<file path="config.mk">
export PLATFORM = sky130hd
export DESIGN_NAME = phy_rx_lane
export DESIGN_NICKNAME = d
export VERILOG_FILES = /design/src/rtl/phy_rx_lane.sv
export SDC_FILE = /design/constraint.sdc
export NUM_CORES = 1
export LEC_CHECK = 0
export ABC_AREA = 0
export CAP_MARGIN = 15
export CORE_ASPECT_RATIO = 1.1
export CORE_MARGIN = 2
export CORE_UTILIZATION = 60
export CTS_BUF_LIST = sky130_fd_sc_hd__clkbuf_16
export DETAILED_ROUTE_END_ITERATION = 10
export PLACE_DENSITY = 0.87
export SETUP_SLACK_MARGIN = 0.4
export SKIP_CTS_REPAIR_TIMING = 1
export SLEW_MARGIN = 20
export SYNTH_ARGS = -nofsm -noshare
export SYNTH_HDL_FRONTEND = slang
export SYNTH_SLANG_ARGS = --single-unit
export TNS_END_PERCENT = 1
</file>
<file path="constraint.sdc">
create_clock -name clk -period 3.1 [get_ports clk]
set_input_delay 0.465 -clock clk [delete_from_list [all_inputs] [get_ports clk]]
set_output_delay 0.465 -clock clk [all_outputs]
set_load 0.05 [all_outputs]
</file>
<file path="src/rtl/phy_rx_lane.sv">
// phy_rx_lane: one receive lane of the PHY.
// Deserialises an MSB-first bit stream and locks byte alignment on COM.
// Once locked, packs data bytes into 32-bit words with a one-cycle valid strobe.
module phy_rx_lane #(
  parameter logic [7:0]  COM       = 8'hBC,
  parameter logic [7:0]  IDLE      = 8'h7C,
  parameter int unsigned COM_COUNT = 4
) (
  input  logic        clk,
  input  logic        reset,
  input  logic        serial_in,
  output logic [31:0] data_out,
  output logic        valid_out,
  output logic        active_out,
  output logic        frame_err
);

  localparam int unsigned CNT_W = 4;
  localparam logic [CNT_W-1:0] COM_TARGET = CNT_W'(COM_COUNT);

  typedef enum logic [1:0] {
    SEARCH = 2'd0,
    ALIGN  = 2'd1,
    ACTIVE = 2'd2
  } state_t;

  state_t           state;
  logic [7:0]       sr;
  logic [2:0]       bit_cnt;
  logic [CNT_W-1:0] com_cnt;
  logic [1:0]       byte_idx;
  logic [23:0]      word;

  logic [7:0] win_c;
  logic       byte_done_c;
  logic       ctrl_c;

  // Byte completing on this edge, and whether it ends an aligned byte slot.
  assign win_c       = {sr[6:0], serial_in};
  assign byte_done_c = (bit_cnt == 3'd7);
  assign ctrl_c      = (win_c == COM) || (win_c == IDLE);

  // Alignment state machine, word packer and registered outputs.
  always_ff @(posedge clk or negedge reset) begin
    if (!reset) begin
      state      <= SEARCH;
      sr         <= 8'd0;
      bit_cnt    <= 3'd0;
      com_cnt    <= '0;
      byte_idx   <= 2'd0;
      word       <= 24'd0;
      data_out   <= 32'd0;
      valid_out  <= 1'b0;
      active_out <= 1'b0;
      frame_err  <= 1'b0;
    end else begin
      sr        <= win_c;
      bit_cnt   <= bit_cnt + 3'd1;
      valid_out <= 1'b0;
      frame_err <= 1'b0;

      case (state)
        SEARCH: begin
          // Any bit offset may start alignment; the boundary is fixed here.
          if (win_c == COM) begin
            bit_cnt <= 3'd0;
            com_cnt <= CNT_W'(1);
            if (COM_TARGET == CNT_W'(1)) begin
              state      <= ACTIVE;
              active_out <= 1'b1;
              byte_idx   <= 2'd0;
            end else begin
              state <= ALIGN;
            end
          end
        end

        ALIGN: begin
          if (byte_done_c) begin
            if (win_c == COM) begin
              com_cnt <= com_cnt + CNT_W'(1);
              if ((com_cnt + CNT_W'(1)) == COM_TARGET) begin
                state      <= ACTIVE;
                active_out <= 1'b1;
                byte_idx   <= 2'd0;
              end
            end else begin
              com_cnt <= '0;
              state   <= SEARCH;
            end
          end
        end

        ACTIVE: begin
          // Sticky until reset; control symbols only matter mid-word.
          if (byte_done_c) begin
            if (ctrl_c) begin
              if (byte_idx != 2'd0) begin
                byte_idx  <= 2'd0;
                word      <= 24'd0;
                frame_err <= 1'b1;
              end
            end else if (byte_idx == 2'd3) begin
              data_out  <= {word, win_c};
              valid_out <= 1'b1;
              byte_idx  <= 2'd0;
              word      <= 24'd0;
            end else begin
              case (byte_idx)
                2'd0:    word[23:16] <= win_c;
                2'd1:    word[15:8]  <= win_c;
                default: word[7:0]   <= win_c;
              endcase
              byte_idx <= byte_idx + 2'd1;
            end
          end
        end

        default: state <= SEARCH;
      endcase
    end
  end

endmodule

</file>
==> summary.txt, run 1 <==
R2R Path End -> word[15]
P per Cell Area -> 524 nW/um^2
DR pass1 iterations -> 4
synthesis-stage register bit count -> 77
critical path peak fanout -> 8
vias in the first global route -> 2039
Area Overhead vs Synth -> 20.5%
Overall Power -> 2.10 mW
ys async rst share -> 100%
Post-Place Worst Slack -> 0.417 ns
syn nets -> 246
remaining antenna violation count -> 0
top-area cell type share of the netlist area -> 57.8%
Starting Density -> 62.2%
Max Transition Viols Final -> 0
layout cells sized above 1 -> 27.9%
Vias/cell -> 5.68
largest family of logic cells by synthesized area -> multiplexers
relative slew slack -> 38.0%
Post-route DRC -> 0
RSZ-0062 raised after global routing -> false
DR iter-0 viols -> 111
via count -> 2017
compound-cell area share of the yosys netlist -> 7.36%
R2R Setup Slk -> 0.88 ns
initial antenna violation count -> 0
later-pin clock latency in the skew report -> 0.33 ns
run status -> complete, no violations
Die Wd -> 75.1 um
Final Util -> 74.9%
synth warn -> 0
Finished Layout Cells -> 355
Synth Cell Area -> 3330 um^2
multiplexer share of the synthesized area -> 17.7%
CTS Sinks -> 77
Die Span Y -> 82.2 um
XOR/XNOR Fraction of Synth Area -> 0.488%
port bufs -> 37
clock tree from TritonCTS -> yes
# placed instances -> 340
hpwl dp -> 4.02 mm
HP Class -> primary input to async pin
count leader, synth -> dfrtp_1
reg2reg path depth -> 6
Post-Synth Adder-Cell Area -> 2.63%
Post-synth top cells -> dfrtp_1, mux2_2, nand2_1
Final Instance Area -> 4020 um^2
core area -> 5360 um^2
CTS max path bufs -> 2
Final WS setup -> 0.730 ns
max-cap violations -> 0
CP startpoint kind -> primary input
post-synth cell types -> 49
Synth Area in Simple Gates -> 11.1%
first-pass GRT wire length -> 10.3 mm
Total Routed Length -> 6.03 mm
CP required -> 3.31 ns
Setup Crit Path Kind -> primary input to flip-flop
aggregate global routing overflow -> 0
layout net count -> 286
Top FF cell, synth -> dfrtp_1
placed cell area -> 3740 um^2
CP endpoint kind -> flip-flop
top cells by area, synth -> dfrtp_1, mux2_2, mux2_4, ha_1, a32o_1
Pleak -> 1.90 nW
EDFF count, synth -> 0
io pins -> 38
post-synthesis sequential area ratio -> 57.8%
Fin. Hold Viols -> 0
worst clock skew -> 0.00575 ns
# diodes -> 0
H-tree Lvls -> 3
fin crit period -> 2.37 ns
WL/cell -> 17.0 um
pin count of the biggest net entering global routing -> 78
Setup Viol. Count Final -> 0
Fin Setup TNS -> 0 ns
All-Layer GR Usage -> 22.9%
Mapped Cells -> 236
fmax -> 0.422 GHz
clock transition at the registers of the reported paths -> 0.06 ns
CTS Buf Count -> 9
maximum vdd drop -> 0.000387 V
final worst path period share -> 76.4%
RePlAce Congestion -> 0.892
area leader, netlist -> dfrtp_1
Die Area -> 6170 um^2
Worst Tran Pin Value -> 0.930 ns
Worst EP arrival -> 2.58 ns
root buffer cell -> clkbuf_16
number of cell rows -> 28
hold slack -> 0.283 ns
RR Startpoint -> bit_cnt[0]
synthesized area per cell -> 14.1 um^2
## worst max-delay path: stages
cell	delay, ns
clkdlybuf4s50_1	0.48
nand4bb_4	0.30
nor3_4	0.33
a21o_2	0.24
or2_1	0.43
mux2_4	0.34
## cell type report
cell class              count  area, um^2
inverters                   6        22.5
well taps                  75        93.8
repair buffers             39         383
fillers                   354        1340
flip-flops and latches     77        1930
clock inverters             6        55.1
multi-input cells         143        1310
clock buffers               9         225
## cell families (layout without fill, tap and decap cells)
group / after synthesis / count (layout)
XOR/XNOR: 1 / 1
buffers and inverters: 16 / 60
AND/OR/NAND/NOR: 56 / 56
adder cells (fa/ha/maj): 7 / 7
multiplexers: 50 / 50
flip-flops: 77 / 77
AO/OA/AOI/OAI: 29 / 29
## report_power, final
part	switching, mW	internal (mW)
sequential	0.0232	1.03
clock	0.374	0.609
combinational	0.0418	0.0266
total	0.439	1.66
## cells in the final DEF (no fill, tap or decap), drive strengths merged, types with 3 or more instances in the layout
| master | Yosys | routed |
|---|---|---|
| inv | 6 | 6 |
| nor2b | 6 | 6 |
| clkinv | 0 | 4 |
| nor2 | 10 | 10 |
| and2 | 6 | 6 |
| clkbuf | 3 | 9 |
| buf | 7 | 3 |
| mux2 | 48 | 48 |
| dfrtp | 77 | 77 |
| a22o | 3 | 3 |
| o21ai | 4 | 4 |
| nand2 | 10 | 10 |
| a32o | 7 | 7 |
| clkdlybuf4s50 | 0 | 36 |
| nor3 | 6 | 6 |
| a21oi | 3 | 3 |
| nand3 | 5 | 5 |
| ha | 7 | 7 |
## worst max path at each step
stage,from,slack [ns],end
2_1_floorplan,serial_in,1.21,data_out[17]
3_5_place_dp,serial_in,0.42,word[8]
6_report,serial_in,0.73,word[15]
4_1_cts,serial_in,0.75,word[8]
3_3_place_gp,serial_in,0.49,word[12]
5_1_grt,serial_in,0.60,word[15]
## registers in the layout, summed over array words and instances (netlist names)
name	count
valid_out	1
active_out	1
bit_cnt	3
sr	7
frame_err	1
state	2
data_out	32
com_cnt	4
word	24
byte_idx	2
## layer usage
metal | up-vias | global-route usage (%) | part of all wire, %
met5 | - | 0 | 0
met4 | 0 | 12.5 | 2.4
met3 | 13 | 3.64 | 3.6
met2 | 55 | 36.1 | 50
met1 | 1015 | 30.3 | 44
li1 | 934 | - | -
No activity file was read; power rests on OpenSTA's default activity.
==> run 2, diff against run 1 <==
--- a/config.mk
+++ b/config.mk
@@ -9,10 +9,10 @@
 export CAP_MARGIN = 15
 export CORE_ASPECT_RATIO = 1.1
 export CORE_MARGIN = 2
-export CORE_UTILIZATION = 60
+export CORE_UTILIZATION = 50
 export CTS_BUF_LIST = sky130_fd_sc_hd__clkbuf_16
 export DETAILED_ROUTE_END_ITERATION = 10
-export PLACE_DENSITY = 0.87
+export PLACE_DENSITY = 0.78
 export SETUP_SLACK_MARGIN = 0.4
 export SKIP_CTS_REPAIR_TIMING = 1
 export SLEW_MARGIN = 20
==> constraint.sdc (replaced) <==
create_clock -name clk -period 1.9 [get_ports clk]
set_input_delay 0.285 -clock clk [delete_from_list [all_inputs] [get_ports clk]]
set_output_delay 0.285 -clock clk [all_outputs]
set_load 0.05 [all_outputs]
==> summary.txt, run 2 (synthesis results as in run 1) <==
run status -> complete, no violations
later-pin clock latency in the skew report -> 0.33 ns
Worst Tran Pin Value -> 0.564 ns
Die Span Y -> 89.6 um
core area -> 6520 um^2
Die Area -> 7330 um^2
aggregate global routing overflow -> 0
CP startpoint kind -> flip-flop
DR pass1 iterations -> 4
vias in the first global route -> 2184
remaining antenna violation count -> 0
largest registers -> data_out (32), word (24), sr (7)
hpwl dp -> 4.38 mm
worst clock skew -> 0.00621 ns
Max Transition Viols Final -> 0
most frequent cells in the layout -> dfrtp_1, dlymetal6s2s_1, mux2_4
Post-route DRC -> 0
CP endpoint kind -> flip-flop
Fin Setup TNS -> 0 ns
Sw Pwr -> 0.805 mW
Cell Int Power -> 3.17 mW
DR iter-0 viols -> 143
RePlAce Congestion -> 0.844
placed cell area -> 4010 um^2
# diodes -> 0
Final Instance Area -> 4650 um^2
Post-Place Worst Slack -> -0.317 ns
RSZ-0062 raised after global routing -> true
register area -> 1930 um^2
clock transition at the registers of the reported paths -> 0.06 ns
root buffer cell -> clkbuf_16
HP Class -> primary input to flip-flop
Vias/cell -> 5.39
fin crit period -> 1.87 ns
number of cell rows -> 31
layout cells sized above 1 -> 39.0%
# placed instances -> 376
CTS Sinks -> 77
Die Wd -> 81.8 um
CP required -> 2.12 ns
fmax -> 0.534 GHz
H-tree Lvls -> 3
max-cap violations -> 0
P per Cell Area -> 856 nW/um^2
fillcell total -> 428
Area Overhead vs Synth -> 39.6%
Final WS setup -> 0.0265 ns
initial antenna violation count -> 0
critical path peak fanout -> 8
WL/cell -> 17.8 um
Total Routed Length -> 7.03 mm
Fin. Hold Viols -> 0
clock share of power -> 53.1%
CTS Buf Count -> 9
layout net count -> 318
switching share of power -> 20.2%
first-pass GRT wire length -> 11.0 mm
maximum vdd drop -> 0.000532 V
All-Layer GR Usage -> 20.4%
Biggest register -> data_out
Pleak -> 2.88 nW
final worst path period share -> 98.6%
commonest non-fill, non-tap cell in the layout -> dfrtp_1
CTS max path bufs -> 2
Finished Layout Cells -> 395
max reg flops -> 32
Overall Power -> 3.98 mW
Setup Viol. Count Final -> 0
power share of the combinational group -> 4.3%
pin count of the biggest net entering global routing -> 46
Starting Density -> 51.1%
relative slew slack -> 62.4%
io pins -> 38
Worst EP arrival -> 2.09 ns
clock tree from TritonCTS -> yes
port bufs -> 37
Setup Crit Path Kind -> flip-flop to flip-flop
Seq pwr share -> 42.7%
area of the multi-input gates -> 1450 um^2
via count -> 2130
==> run 2: metrics by stage <==
stage,hold WS [ns],utilization (%)
3_3_place_gp,0.312,61.5
6_report,0.245,71.4
3_5_place_dp,0.317,61.5
2_1_floorplan,-0.0106,-
4_1_cts,-0.0366,67.1
5_1_grt,0.249,71.4
==> run 2: area by class of cell <==
type	instances	area share (%)
flip-flops and latches	77	41.4
inverters	6	0.484
clock buffers	9	4.84
well taps	82	2.21
clock inverters	7	3.12
multi-input cells	143	31.2
repair buffers	71	16.7
==> run 2: layer usage <==
layer | GRT usage [%] | vias to the layer above | wire [um]
met5 | 0 | - | 0
met1 | 25.9 | 1085 | 3140
met3 | 5.80 | 11 | 293
li1 | - | 990 | -
met4 | 5.76 | 0 | 105
met2 | 34.3 | 44 | 3490
==> run 2: worst paths after layout <==
path | startpoint | end | slack [ns] | cells past startpoint
setup / recovery | sr[0] | word[15] | 0.03 | 7
hold / removal | serial_in | sr[0] | 0.24 | 2
setup reg to reg | sr[0] | word[15] | 0.03 | 7
hold reg to reg | bit_cnt[0] | bit_cnt[0] | 0.43 | 1
max in group asynchronous | reset | word[0] | 0.79 | 3
min in group asynchronous | reset | data_out[7] | 0.49 | 2
==> run 2: critical path: stages (launching register included) <==
cell and delay (ns):
dfrtp_1 0.38, nand4bb_4 0.23, nor3_4 0.28, buf_6 0.14, nor3_2 0.03, or2_1 0.25, buf_12 0.16, mux2_4 0.29
==> run 2: power by group through the flow <==
stage	combinational (mW)	sequential [mW]	clock [mW]
global placement	0.164	1.73	0
finish	0.171	1.70	2.11
CTS	0.171	1.70	2.14
detailed placement	0.169	1.73	0
floorplan	0.0707	1.73	0
global route	0.194	1.70	2.21
